File: src/rtl/psi_pkg.sv
// Shared definitions for the PSI match-scan stage: scan FSM states,
// the padding sentinel and width helpers for index/count registers.
package psi_pkg;

    typedef enum logic [1:0] {
        IDLE = 2'd0,
        SCAN = 2'd1,
        EMIT = 2'd2,
        DONE = 2'd3
    } scan_state_t;

    // Widest element the sentinel helper can produce.
    localparam int PAD_MAX_W = 1024;

    // Padding sentinel: all-ones of width w, right-aligned.
    function automatic logic [PAD_MAX_W-1:0] pad_sentinel(input int unsigned w);
        return {PAD_MAX_W{1'b1}} >> (PAD_MAX_W - w);
    endfunction

    // Index register width: one extra bit so idx can reach K without wrapping.
    function automatic int idx_width(input int k);
        return $clog2(k) + 1;
    endfunction

    // Match counter width.
    function automatic int count_width(input int k);
        return $clog2(k);
    endfunction

endpackage

File: src/rtl/psi_match_scan_if.sv
// Handshake bundle of the match-scan stage: sorted-array input side and
// intersection-element output side, plus completion status.
interface psi_match_scan_if #(
    parameter int W = 32,
    parameter int K = 16
) ();
    logic                   in_valid;
    logic                   in_ready;
    logic [W*K-1:0]         in_array;
    logic                   out_valid;
    logic                   out_ready;
    logic [W-1:0]           out_data;
    logic                   done;
    logic [$clog2(K)-1:0]   match_count;

    modport master (
        output in_valid, in_array, out_ready,
        input  in_ready, out_valid, out_data, done, match_count
    );

    modport slave (
        input  in_valid, in_array, out_ready,
        output in_ready, out_valid, out_data, done, match_count
    );
endinterface

File: src/rtl/psi_eq_cmp.sv
// W-bit equality compare for one adjacent pair of sorted elements.
// Optional feature macro: PSI_SCAN_PAD_FILTER_EN -- when defined, a pair
// equal to the all-ones padding sentinel never counts as a match.
module psi_eq_cmp
    import psi_pkg::*;
#(
    parameter int W = 32
) (
    input  logic [W-1:0] a,
    input  logic [W-1:0] b,
    output logic         eq
);
`ifdef PSI_SCAN_PAD_FILTER_EN
    localparam logic [W-1:0] PAD = W'(pad_sentinel(W));

    assign eq = (a == b) && (a != PAD);
`else
    assign eq = (a == b);
`endif
endmodule

File: src/rtl/psi_match_scan.sv
// PSI match scan: captures one sorted array of K elements, walks adjacent
// pairs one per cycle and streams out every duplicated value (intersection
// element) over valid/ready, then pulses done.
// Optional feature macro: PSI_SCAN_PAD_FILTER_EN (see psi_eq_cmp).
module psi_match_scan
    import psi_pkg::*;
#(
    parameter int W = 32,
    parameter int K = 16
) (
    input  logic           clk,
    input  logic           rst,
    psi_match_scan_if.slave bus
);
    localparam int AW = $clog2(K);
    localparam int IW = idx_width(K);
    localparam int CW = count_width(K);
    localparam logic [IW-1:0] LAST = IW'(K - 2);

    scan_state_t   state_q, state_d;
    logic [W-1:0]  arr_q [K];
    logic [IW-1:0] idx_q, idx_d;
    logic [CW-1:0] cnt_q, cnt_d;
    logic          out_valid_q, out_valid_d;
    logic [W-1:0]  out_data_q, out_data_d;
    logic          done_q, done_d;

    logic [IW-1:0] idx_p1, idx_p2;
    logic [W-1:0]  cur_elem, nxt_elem;
    logic          pair_eq;
    logic          capture;

    assign capture  = (state_q == IDLE) && bus.in_valid;
    assign idx_p1   = idx_q + IW'(1);
    assign idx_p2   = idx_q + IW'(2);
    // In SCAN idx <= K-2, so both selects stay inside the buffer.
    assign cur_elem = arr_q[idx_q[AW-1:0]];
    assign nxt_elem = arr_q[AW'(idx_p1)];

    psi_eq_cmp #(.W(W)) u_eq (
        .a  (cur_elem),
        .b  (nxt_elem),
        .eq (pair_eq)
    );

    assign bus.in_ready    = (state_q == IDLE);
    assign bus.out_valid   = out_valid_q;
    assign bus.out_data    = out_data_q;
    assign bus.done        = done_q;
    assign bus.match_count = cnt_q;

    // Array buffer: loaded on capture only; contents are don't-care otherwise.
    always_ff @(posedge clk) begin
        if (capture) begin
            for (int i = 0; i < K; i++) begin
                arr_q[i] <= bus.in_array[i*W +: W];
            end
        end
    end

    // State, index, counter and registered outputs.
    always_ff @(posedge clk) begin
        if (rst) begin
            state_q     <= IDLE;
            idx_q       <= '0;
            cnt_q       <= '0;
            out_valid_q <= 1'b0;
            out_data_q  <= '0;
            done_q      <= 1'b0;
        end else begin
            state_q     <= state_d;
            idx_q       <= idx_d;
            cnt_q       <= cnt_d;
            out_valid_q <= out_valid_d;
            out_data_q  <= out_data_d;
            done_q      <= done_d;
        end
    end

    // Next-state and next-output decode; done is raised on entry to DONE.
    always_comb begin
        state_d     = state_q;
        idx_d       = idx_q;
        cnt_d       = cnt_q;
        out_valid_d = out_valid_q;
        out_data_d  = out_data_q;
        done_d      = 1'b0;
        case (state_q)
            IDLE: begin
                if (bus.in_valid) begin
                    idx_d   = '0;
                    cnt_d   = '0;
                    state_d = SCAN;
                end
            end
            SCAN: begin
                if (pair_eq) begin
                    out_valid_d = 1'b1;
                    out_data_d  = cur_elem;
                    state_d     = EMIT;
                end else begin
                    idx_d = idx_p1;
                    if (idx_p1 > LAST) begin
                        state_d = DONE;
                        done_d  = 1'b1;
                    end
                end
            end
            EMIT: begin
                if (bus.out_ready) begin
                    out_valid_d = 1'b0;
                    cnt_d       = cnt_q + CW'(1);
                    // A value occurs at most twice, so the partner can be skipped.
                    idx_d       = idx_p2;
                    if (idx_p2 > LAST) begin
                        state_d = DONE;
                        done_d  = 1'b1;
                    end else begin
                        state_d = SCAN;
                    end
                end
            end
            DONE: begin
                state_d = IDLE;
            end
            default: begin
                state_d = IDLE;
            end
        endcase
    end
endmodule

File: src/flat_wrapper.sv
// flat-port wrapper written by rule: the top's interface ports become plain ports
module psi_match_scan_flat import psi_pkg::*;
#(
    parameter int W = 32,
    parameter int K = 16
)
  (clk, rst, bus_in_valid, bus_in_array, bus_out_ready, bus_in_ready, bus_out_valid, bus_out_data, bus_done, bus_match_count);
  psi_match_scan_if #(.W(W), .K(K)) bus_i ();
  input  logic clk;
  input  logic rst;
  input wire logic [$bits(bus_i.in_valid)-1:0] bus_in_valid;
  input wire logic [$bits(bus_i.in_array)-1:0] bus_in_array;
  input wire logic [$bits(bus_i.out_ready)-1:0] bus_out_ready;
  output wire logic [$bits(bus_i.in_ready)-1:0] bus_in_ready;
  output wire logic [$bits(bus_i.out_valid)-1:0] bus_out_valid;
  output wire logic [$bits(bus_i.out_data)-1:0] bus_out_data;
  output wire logic [$bits(bus_i.done)-1:0] bus_done;
  output wire logic [$bits(bus_i.match_count)-1:0] bus_match_count;
  assign bus_i.in_valid = bus_in_valid;
  assign bus_i.in_array = bus_in_array;
  assign bus_i.out_ready = bus_out_ready;
  assign bus_in_ready = bus_i.in_ready;
  assign bus_out_valid = bus_i.out_valid;
  assign bus_out_data = bus_i.out_data;
  assign bus_done = bus_i.done;
  assign bus_match_count = bus_i.match_count;
  psi_match_scan #(.W(W), .K(K)) u_core (.clk(clk), .rst(rst), .bus(bus_i));
endmodule
File: config.mk
export PLATFORM = sky130hd
export DESIGN_NAME = psi_match_scan_flat
export DESIGN_NICKNAME = d
export VERILOG_FILES = /design/src/rtl/psi_pkg.sv /design/src/rtl/psi_match_scan_if.sv /design/src/rtl/psi_eq_cmp.sv /design/src/rtl/psi_match_scan.sv /design/src/flat_wrapper.sv
export SDC_FILE = /design/constraint.sdc
export NUM_CORES = 1
export LEC_CHECK = 0
export ABC_CLOCK_PERIOD_IN_PS = 17800
export BUFFER_PORTS_ARGS = -buffer_cell sky130_fd_sc_hd__clkbuf_2
export CAP_MARGIN = 20
export CORE_MARGIN = 4
export CORE_UTILIZATION = 55
export DETAILED_ROUTE_END_ITERATION = 6
export GPL_ROUTABILITY_DRIVEN = 0
export PLACE_DENSITY = 0.8
export SKIP_CTS_REPAIR_TIMING = 1
export SYNTH_ARGS = -nofsm -noshare
export SYNTH_HDL_FRONTEND = slang
export SYNTH_SLANG_ARGS = --single-unit
File: constraint.sdc
create_clock -name clk -period 17.8 [get_ports clk]
set_input_delay 2.67 -clock clk [delete_from_list [all_inputs] [get_ports clk]]
set_output_delay 2.67 -clock clk [all_outputs]
set_load 0.005 [all_outputs]
# Yosys cells after proc, flatten, opt, wreduce, memory -nomap -nowiden
# Memories as Yosys holds them, arrays and structs flattened. A register that Yosys moved wholly into a read port is not among the register bits.
# Index checks and enable logic that the tools add are counted.
[op_classes] reduce_logical=10 muxes=25 n_lt_le_gt_ge=2 addsub=3 n_eq_ne=9
[ops] operator="equality test 32 bit" n=1
[ops] operator="2-to-1 mux 4 bit" n=4
[ops] operator="2-to-1 mux 5 bit" n=3
[ops] operator="case mux 5 bit (3 select lines)" n=1
[ops] operator="> comparator 5 x 4 -> 1 bit (second input constant)" n=2
[ops] operator="2-to-1 mux 2 bit" n=5
[ops] operator="AND reduction 3 bit" n=3
[ops] operator="2-to-1 mux 1 bit" n=8
[ops] operator="case mux 2 bit (4 select lines)" n=1
[ops] operator="case mux 4 bit (2 select lines)" n=1
[ops] operator="!= test 2 bit (second input constant)" n=3
[ops] operator="adder 5 x 1 -> 5 bit (second input constant)" n=1
[ops] operator="adder 5 x 2 -> 5 bit (second input constant)" n=1
[ops] operator="adder 4 x 1 -> 4 bit (second input constant)" n=1
[ops] operator="equality test 2 bit (second input constant)" n=2
[ops] operator="case mux 1 bit (2 select lines)" n=2
[ops] operator="AND reduction 4 bit" n=1
[ops] operator="nonzero test 2 bit" n=2
[ops] operator="!= test 3 x 1 -> 1 bit (second input constant)" n=1
[ops] operator="nonzero test 3 bit" n=1
[ops] operator="equality test 2 x 1 -> 1 bit (second input constant)" n=1
[ops] operator="zero test 2 bit" n=1
[ops] operator="!= test 2 x 1 -> 1 bit (second input constant)" n=1
[ops] operator="AND reduction 2 bit" n=1
[ops] operator="logical AND 1 bit" n=1
[word_totals] input_bits=516 ram_bits=512 memories=1 register_bits=45 output_inout_bits=39 elab_cells=56
[memory_table] name="u_core.arr_q" depth=16 word_bits=32 rd=2 rd_ports_with_merged_regs=1 write_ports=16 line_no="psi_match_scan.sv:21" source="logic [W-1:0] arr_q [K];"

# Longest topological paths before layout
# Gate-level depths: netlist (run 1).
# An unclocked memory read counts as a cell.
[depth] word_depth=7 mapped_depth=22 mapped_depth_nobuf=11

# Hierarchy
# A second synthesis (run 1) with hierarchy kept.
[unflattened] hier_cells=1357 hier_area_um2=25932.4
[modules_own_cells] mod="psi_match_scan" seq_area_each_um2=16355.7 n_inst=1 cells_each=1314 area_per_inst_um2=25585.8
[modules_own_cells] mod="psi_eq_cmp" seq_area_each_um2=0.0 n_inst=1 cells_each=43 area_per_inst_um2=346.6

# Worst setup path after synthesis (run 1)
# Ideal clock, no wire load.
[synth_timing] path_type="input port to flip-flop" startpoint="in bus_in_valid" endpoint="reg u_core.cnt_q[2] (netlist: u_core.bus.match_count[2])" setup_time_ns=0.125 setup_slack_ns=2.548 required_time_ns=17.675 path_buffers=0 path_stages=3 t_arrival_ns=15.127 cell_sequence="and2_1 -> a21o_1 -> nor2_1"
[synth_via] elab_chain_cells=2
[synth_rtl] element="from (decl)" line_no="flat_wrapper.sv:11" source="input wire logic [$bits(bus_i.in_valid)-1:0] bus_in_valid;"
[synth_rtl] element="!= test 2 bit (no source line)"
[synth_rtl] element="AND reduction 3 bit (no source line)"
[synth_rtl] element="to (signal assigned)" line_no="psi_match_scan.sv:73" source="cnt_q <= cnt_d;"
[synth_rtl] element="to (decl)" line_no="psi_match_scan.sv:23" source="logic [CW-1:0] cnt_q, cnt_d;"
# Every way passes these cells.
# A chain may end at the register's enable or synchronous reset.

# Worst setup path in the final report (run 1)
[layout_timing] startpoint="reg u_core.idx_q[0]" endpoint="reg u_core.out_valid_q (netlist: u_core.bus.out_valid)"
[layout_via] elab_chain_cells=5
[layout_rtl] element="from (decl)" line_no="psi_match_scan.sv:22" source="logic [IW-1:0] idx_q, idx_d;"
[layout_rtl] element="from (signal assigned)" line_no="psi_match_scan.sv:72" source="idx_q <= idx_d;"
[layout_rtl] element="adder 5 x 1 -> 5 bit" line_no="psi_match_scan.sv:34" source="assign idx_p1 = idx_q + IW'(1);"
[layout_rtl] element="memory read (16 x 32 bit)"
[layout_rtl] element="equality test 32 bit" line_no="psi_eq_cmp.sv:18" source="assign eq = (a == b);"
[layout_rtl] element="!= test 2 x 1 -> 1 bit (no source line)"
[layout_rtl] element="AND reduction 3 bit (no source line)"
[layout_rtl] element="to (signal assigned)" line_no="psi_match_scan.sv:74" source="out_valid_q <= out_valid_d;"
[layout_rtl] element="to (decl)" line_no="psi_match_scan.sv:24" source="logic out_valid_q, out_valid_d;"
# Every way passes these cells.

==> results.json, run 1 <==
{
  "synth-edff-count": 512,
  "drt-initial-drc-count": 1962,
  "crit_path_max_fanout": 51,
  "cp-start-kind": "flip-flop",
  "reg2reg_slack_ns": 10.72,
  "synth_warnings": 0,
  "required_ns": 18.32,
  "final_cells": 2529,
  "period_share_pct": 39.8,
  "seq_area_frac_synth_pct": 63.0,
  "cts_tree": "yes",
  "endpoint": "u_core.bus.out_valid$_SDFFE_PP0P_",
  "grt_pass1_vias": 17090,
  "grt_overflow_total": 0,
  "synth_top_area_cell": "edfxtp_1",
  "grt_usage_pct": 29.7,
  "chipWidth_um": 225,
  "synth-seq-cells": 561,
  "finalSetupViolCount": 0,
  "netlist_top_cells_area": "edfxtp_1, mux4_2, dfxtp_1",
  "clock_tree.root_cell": "clkbuf_16",
  "chipHeight_um": 225,
  "antenna_left": 0,
  "status": "completed",
  "relSlewSlack_pct": 19.0,
  "cts_num_sinks": 561,
  "avgSynthCellArea_um2": 19.4,
  "rsz0062_at_grt": "false",
  "worstReg2RegStart": "u_core.idx_q[0]$_SDFFE_PP0P_",
  "slowest_delay_ns": 0.88,
  "remaining_drc_errors": 0,
  "syn_nets": 1861,
  "finalHoldViolations": 0,
  "synth_cell_types": 58,
  "synth.most_common_cell": "edfxtp_1",
  "place_hpwl_um": 55000,
  "wl_per_cell_um": 30.3,
  "dp_cells": 2417,
  "cp_num_buf_inv": 4,
  "initial_core_util_pct": 55.8,
  "worstSetupPathType": "flip-flop to flip-flop",
  "worst_slew_pin_slew_ns": 1.22,
  "arrival_ns": 7.59,
  "rr_endpoint": "u_core.bus.out_valid$_SDFFE_PP0P_",
  "max_freq_mhz": 141,
  "slew_viol_final": 0,
  "crit_cells": 13,
  "ys.flop_type": "edfxtp_1",
  "clock_latency_ns": 0.63,
  "vias": 16452,
  "synth.cell_area_um2": 26000,
  "r2r_cells": 13,
  "final_layout_size_suffix_gt1_share_pct": 50.7,
  "finalWirelength_um": 76700,
  "die-area_um2": 50700,
  "yosys.area.top_type_share_pct": 59.2,
  "finalCriticalPeriod_ns": 7.08,
  "powerDensity_nw_per_um2": 135,
  "nNetsFinal": 2397,
  "setup_tns_ns": 0,
  "hp-class": "flip-flop to flip-flop",
  "synthTopCellsByCount": "edfxtp_1, mux4_2, mux2i_1",
  "startpoint": "u_core.idx_q[0]$_SDFFE_PP0P_",
  "grt_antenna_before_repair": 10,
  "numPortBuffers": 554,
  "grt_max_degree": 213,
  "grt_pass1_wl_um": 110000,
  "vias_per_cell": 6.51,
  "peakVddDrop_uv": 214,
  "critPathTopFamily": "buffers and inverters",
  "dr.pass1.iters": 6,
  "core-area_um2": 46600,
  "cpMaxStageDelayCell": "and4_2",
  "cts_inserted_buffers": 58,
  "synth_cells": 1335,
  "worstPathCellList": "inv_1 -> ha_4 -> buf_4 -> buf_4 -> buf_4 -> mux4_2 -> mux4_2 -> nand3_1 -> nand3_1 -> nor4_2 -> and4_2 -> a21oi_1 -> a2111oi_2",
  "h-tree-depth": 2,
  "leakage_nw": 11.0,
  "cp-end-kind": "flip-flop",
  "clockBufferDepth": 3,
  "path_clk_slew_ns": 0.06,
  "row_count": 79,
  "async_reset_ff_share_pct": 0,
  "area_growth_pct": 19.8,
  "drv_cap": 0,
  "pin_count": 555,
  "crit_top_cell": "buf_4",
  "finalClockSkew_ns": 0.0282
}
==> area by class of cell <==
class / instances / area, µm²
Fill cell: 3020 / 15500
Sequential cell: 561 / 16400
Antenna cell: 7 / 17.5
Timing Repair Buffer: 577 / 2980
Clock buffer: 68 / 1510
Inverter: 11 / 41.3
Clock inverter: 36 / 348
Multi-Input combinational cell: 662 / 9080
Tap cell: 607 / 759
==> through the flow <==
stage               total power (W)  util (%)  hold slack [ns]  cell area [µm²]  setup slack, ns
floorplan                   0.00286         -            0.470            26000             2.55
global placement            0.00298      62.7            0.465            29200            10.78
detailed placement          0.00302      62.7            0.467            29200            10.61
CTS                         0.00423      66.7            0.475            31100            10.59
global route                0.00437      66.8            0.500            31100            10.11
finish                      0.00421      66.8            0.477            31100            10.72
==> per-layer routing <==
metal  vias up  GRT usage, %  part of all wire, %
met5         -             0                0.078
met4        10          12.1                  4.3
met3       188          7.19                   10
met2      1077          48.9                   50
met1      8385          38.6                   35
li1       6792             -                    -
==> state kept, by name, summed over array words and instances, names as in the netlist, named ones only <==
| name | cells |
|---|---|
| u_core.bus.out_valid | 1 |
| u_core.state_q | 2 |
| u_core.bus.out_data | 32 |
| u_core.bus.done | 1 |
| u_core.bus.match_count | 4 |
| u_core.idx_q | 5 |
| u_core.arr_q | 512 |
==> cells by family (layout without fill, tap and decap cells) <==
kind of cell | after synthesis | after routing | share of synthesized area (%)
compound gates | 154 | 154 | 4.17
xor+xnor | 33 | 33 | 1.14
fa+ha+maj | 11 | 11 | 0.521
buf+inv | 112 | 692 | 2.22
flops | 561 | 561 | 63.0
mux | 347 | 347 | 26.5
other cells | 0 | 7 | 0
simple gates | 117 | 117 | 2.43
==> layout by cell type, fill, tap and decap left out, drive strengths merged, types with 4 or more instances in the layout <==
cell | netlist | layout
ha | 10 | 10
and2 | 5 | 5
nor2 | 10 | 10
nand4 | 6 | 6
clkbuf | 46 | 622
nand2 | 26 | 26
nand3 | 38 | 38
dfxtp | 49 | 49
a311oi | 9 | 9
edfxtp | 512 | 512
mux2i | 73 | 73
bufinv | 0 | 6
a221oi | 17 | 17
inv | 11 | 12
nand2b | 5 | 5
diode | 0 | 7
nor3 | 6 | 6
o21ai | 39 | 39
xor2 | 12 | 12
clkinv | 0 | 26
a21o | 4 | 4
mux4 | 272 | 272
a21oi | 41 | 41
buf | 55 | 23
xnor2 | 21 | 21
nor2b | 8 | 8
a22oi | 25 | 25
==> power breakdown <==
group          switching (W)  leakage, nW  total (W)  internal, W
clock               0.000509        0.905    0.00120     0.000690
combinational       0.000562         4.80    0.00109     0.000523
sequential          0.000152         5.29    0.00192      0.00177
total                0.00122         11.0    0.00421      0.00298
==> how the worst min path moves through the flow <==
stage | slack (ns) | cells after the start | end | from
after global routing | 0.50 | 2 | u_core.bus.out_data[14]$_SDFFE_PP0P_ | u_core.bus.out_data[14]$_SDFFE_PP0P_
after floorplan | 0.47 | 2 | u_core.bus.out_data[2]$_SDFFE_PP0P_ | u_core.bus.out_data[2]$_SDFFE_PP0P_
after global placement | 0.46 | 2 | u_core.bus.out_data[26]$_SDFFE_PP0P_ | u_core.bus.out_data[26]$_SDFFE_PP0P_
after CTS | 0.48 | 2 | u_core.bus.out_data[2]$_SDFFE_PP0P_ | u_core.bus.out_data[2]$_SDFFE_PP0P_
after detailed placement | 0.47 | 2 | u_core.bus.out_data[2]$_SDFFE_PP0P_ | u_core.bus.out_data[2]$_SDFFE_PP0P_
final | 0.48 | 2 | u_core.bus.out_data[2]$_SDFFE_PP0P_ | u_core.bus.out_data[2]$_SDFFE_PP0P_
==> worst min-delay path: stages, from the launching register on <==
cell and delay (ns):
dfxtp_1 0.30, o21ai_0 0.06, a21oi_1 0.06
No activity file was read; power rests on OpenSTA's default activity.
==> run 2, diff against run 1 <==
- ABC_CLOCK_PERIOD_IN_PS: 17800 -> 6700
- clock period: 17.8 -> 6.7 ns (I/O delays scaled with it)
==> results.json, run 2 (synthesis gave the netlist of run 1 again) <==
{
  "cts_tree": "yes",
  "pin_count": 555,
  "drt-initial-drc-count": 1960,
  "grt_antenna_before_repair": 19,
  "endpoint": "u_core.bus.out_data[28]$_SDFFE_PP0P_",
  "grt_pass1_wl_um": 112000,
  "peakVddDrop_uv": 382,
  "grt_max_degree": 185,
  "finalSetupViolCount": 0,
  "powerDensity_nw_per_um2": 356,
  "h-tree-depth": 2,
  "worst_slew_pin_slew_ns": 1.24,
  "min_from": "u_core.bus.out_data[0]$_SDFFE_PP0P_",
  "remaining_drc_errors": 0,
  "startpoint": "u_core.idx_q[1]$_SDFFE_PP0P_",
  "layout_common_cells": "clkbuf_2, edfxtp_1, mux4_2, mux2i_1, clkbuf_16",
  "required_ns": 7.15,
  "die-area_um2": 50700,
  "design_power_total_w": 0.0111,
  "cts_inserted_buffers": 57,
  "area_growth_pct": 20.2,
  "worstSetupPathType": "flip-flop to flip-flop",
  "chipHeight_um": 225,
  "r2r_cells": 11,
  "clock_latency_ns": 0.61,
  "fin_hold_ws_ns": 0.480,
  "top_register": "u_core.arr_q",
  "final_layout_size_suffix_gt1_share_pct": 51.1,
  "arrival_ns": 5.94,
  "leakage_nw": 11.0,
  "crit_path_max_fanout": 39,
  "max_freq_mhz": 182,
  "clock_tree.root_cell": "clkbuf_16",
  "cpMaxStageDelayCell": "ha_4",
  "dr.pass1.iters": 6,
  "numPortBuffers": 554,
  "row_count": 79,
  "initial_core_util_pct": 55.8,
  "largest_reg_flops": 512,
  "setup_tns_ns": 0,
  "final_cells": 2547,
  "grt_overflow_total": 0,
  "worstPathCellList": "inv_1 -> ha_4 -> buf_12 -> mux4_2 -> mux4_2 -> xnor2_1 -> nand4_1 -> nor2_1 -> nand4_2 -> nor2_4 -> a311oi_2",
  "finalWirelength_um": 77100,
  "nNetsFinal": 2405,
  "final_util_pct": 67.0,
  "final_common_cell": "clkbuf_2",
  "grt_pass1_vias": 17384,
  "reg2reg_slack_ns": 1.21,
  "grt_usage_pct": 30.0,
  "cp-start-kind": "flip-flop",
  "finalClockSkew_ns": 0.0164,
  "dp_cells": 2424,
  "rsz0062_at_grt": "false",
  "cts_num_sinks": 561,
  "worstReg2RegStart": "u_core.idx_q[1]$_SDFFE_PP0P_",
  "vias": 16673,
  "vias_per_cell": 6.55,
  "cp-end-kind": "flip-flop",
  "chipWidth_um": 225,
  "slowest_delay_ns": 0.82,
  "finalCriticalPeriod_ns": 5.49,
  "finalHoldViolations": 0,
  "wl_per_cell_um": 30.3,
  "relSlewSlack_pct": 17.1,
  "place_hpwl_um": 55600,
  "antenna_left": 0,
  "drv_cap": 0,
  "status": "completed",
  "core-area_um2": 46600,
  "path_clk_slew_ns": 0.06,
  "period_share_pct": 81.9,
  "fillCellCount": 3028,
  "crit_top_cell": "mux4_2",
  "hp-class": "flip-flop to flip-flop",
  "rr_endpoint": "u_core.bus.out_data[28]$_SDFFE_PP0P_",
  "slew_viol_final": 0,
  "clockBufferDepth": 3
}
run 2: changes by cell type in the layout (fill, tap and decap cells not counted), sizes merged:
cell	before	now
bufinv	6	3
clkinvlp	3	4
clkbuf	622	621
inv	12	14
buf	23	32
clkinv	26	29
diode	7	14
run 2: worst min-delay path by stage:
stage                                                       to  slack [ns]  cells after the start
after floorplan            u_core.bus.out_data[2]$_SDFFE_PP0P_        0.47                      2
after global placement    u_core.bus.out_data[26]$_SDFFE_PP0P_        0.46                      2
after detailed placement  u_core.bus.out_data[14]$_SDFFE_PP0P_        0.47                      2
after CTS                 u_core.bus.out_data[14]$_SDFFE_PP0P_        0.48                      2
after global routing      u_core.bus.out_data[14]$_SDFFE_PP0P_        0.50                      2
final                      u_core.bus.out_data[0]$_SDFFE_PP0P_        0.48                      2
run 2: metal layers:
layer,GRT usage (%),vias to the layer above,wire length [µm]
met5,0,-,92
met4,11.7,12,3070
met3,7.75,196,8420
met2,49.0,1231,38500
met1,39.4,8416,27000
li1,-,6818,-
run 2: final cells by class:
class	instances	area, µm²	area share (%)
timing repair buffer	586	3110	9.96
sequential	561	16400	52.5
multi-input combinational	662	9080	29.1
clock inverter	39	292	0.935
clock buffer	67	1510	4.83
antenna	14	35.0	0.112
tap	607	759	2.44
inverter	11	41.3	0.132
run 2: through the flow:
| stage | worst slack [ns] | area, µm² |
|---|---|---|
| 2_1_floorplan | 1.64 | 26000 |
| 3_3_place_gp | 1.18 | 29300 |
| 3_5_place_dp | 1.13 | 29300 |
| 4_1_cts | 1.10 | 31100 |
| 5_1_grt | 0.673 | 31200 |
| 6_report | 1.21 | 31200 |
run 2: worst max-delay path, delay by kind of cell (launching register included):
kind                     cells  cell delay [ns]
flip-flops                   1             0.43
multiplexers                 2             1.05
AND/OR/NAND/NOR              4             1.98
adder cells (fa/ha/maj)      1             0.82
AO/OA/AOI/OAI                1             0.17
buffers and inverters        2             0.53
XOR/XNOR                     1             0.33
run 2: where the power goes:
part,switching (W),total [W],internal [W]
Clock,0.00137,0.00309,0.00173
Sequential,0.000373,0.00508,0.00470
Combinational,0.00153,0.00295,0.00142
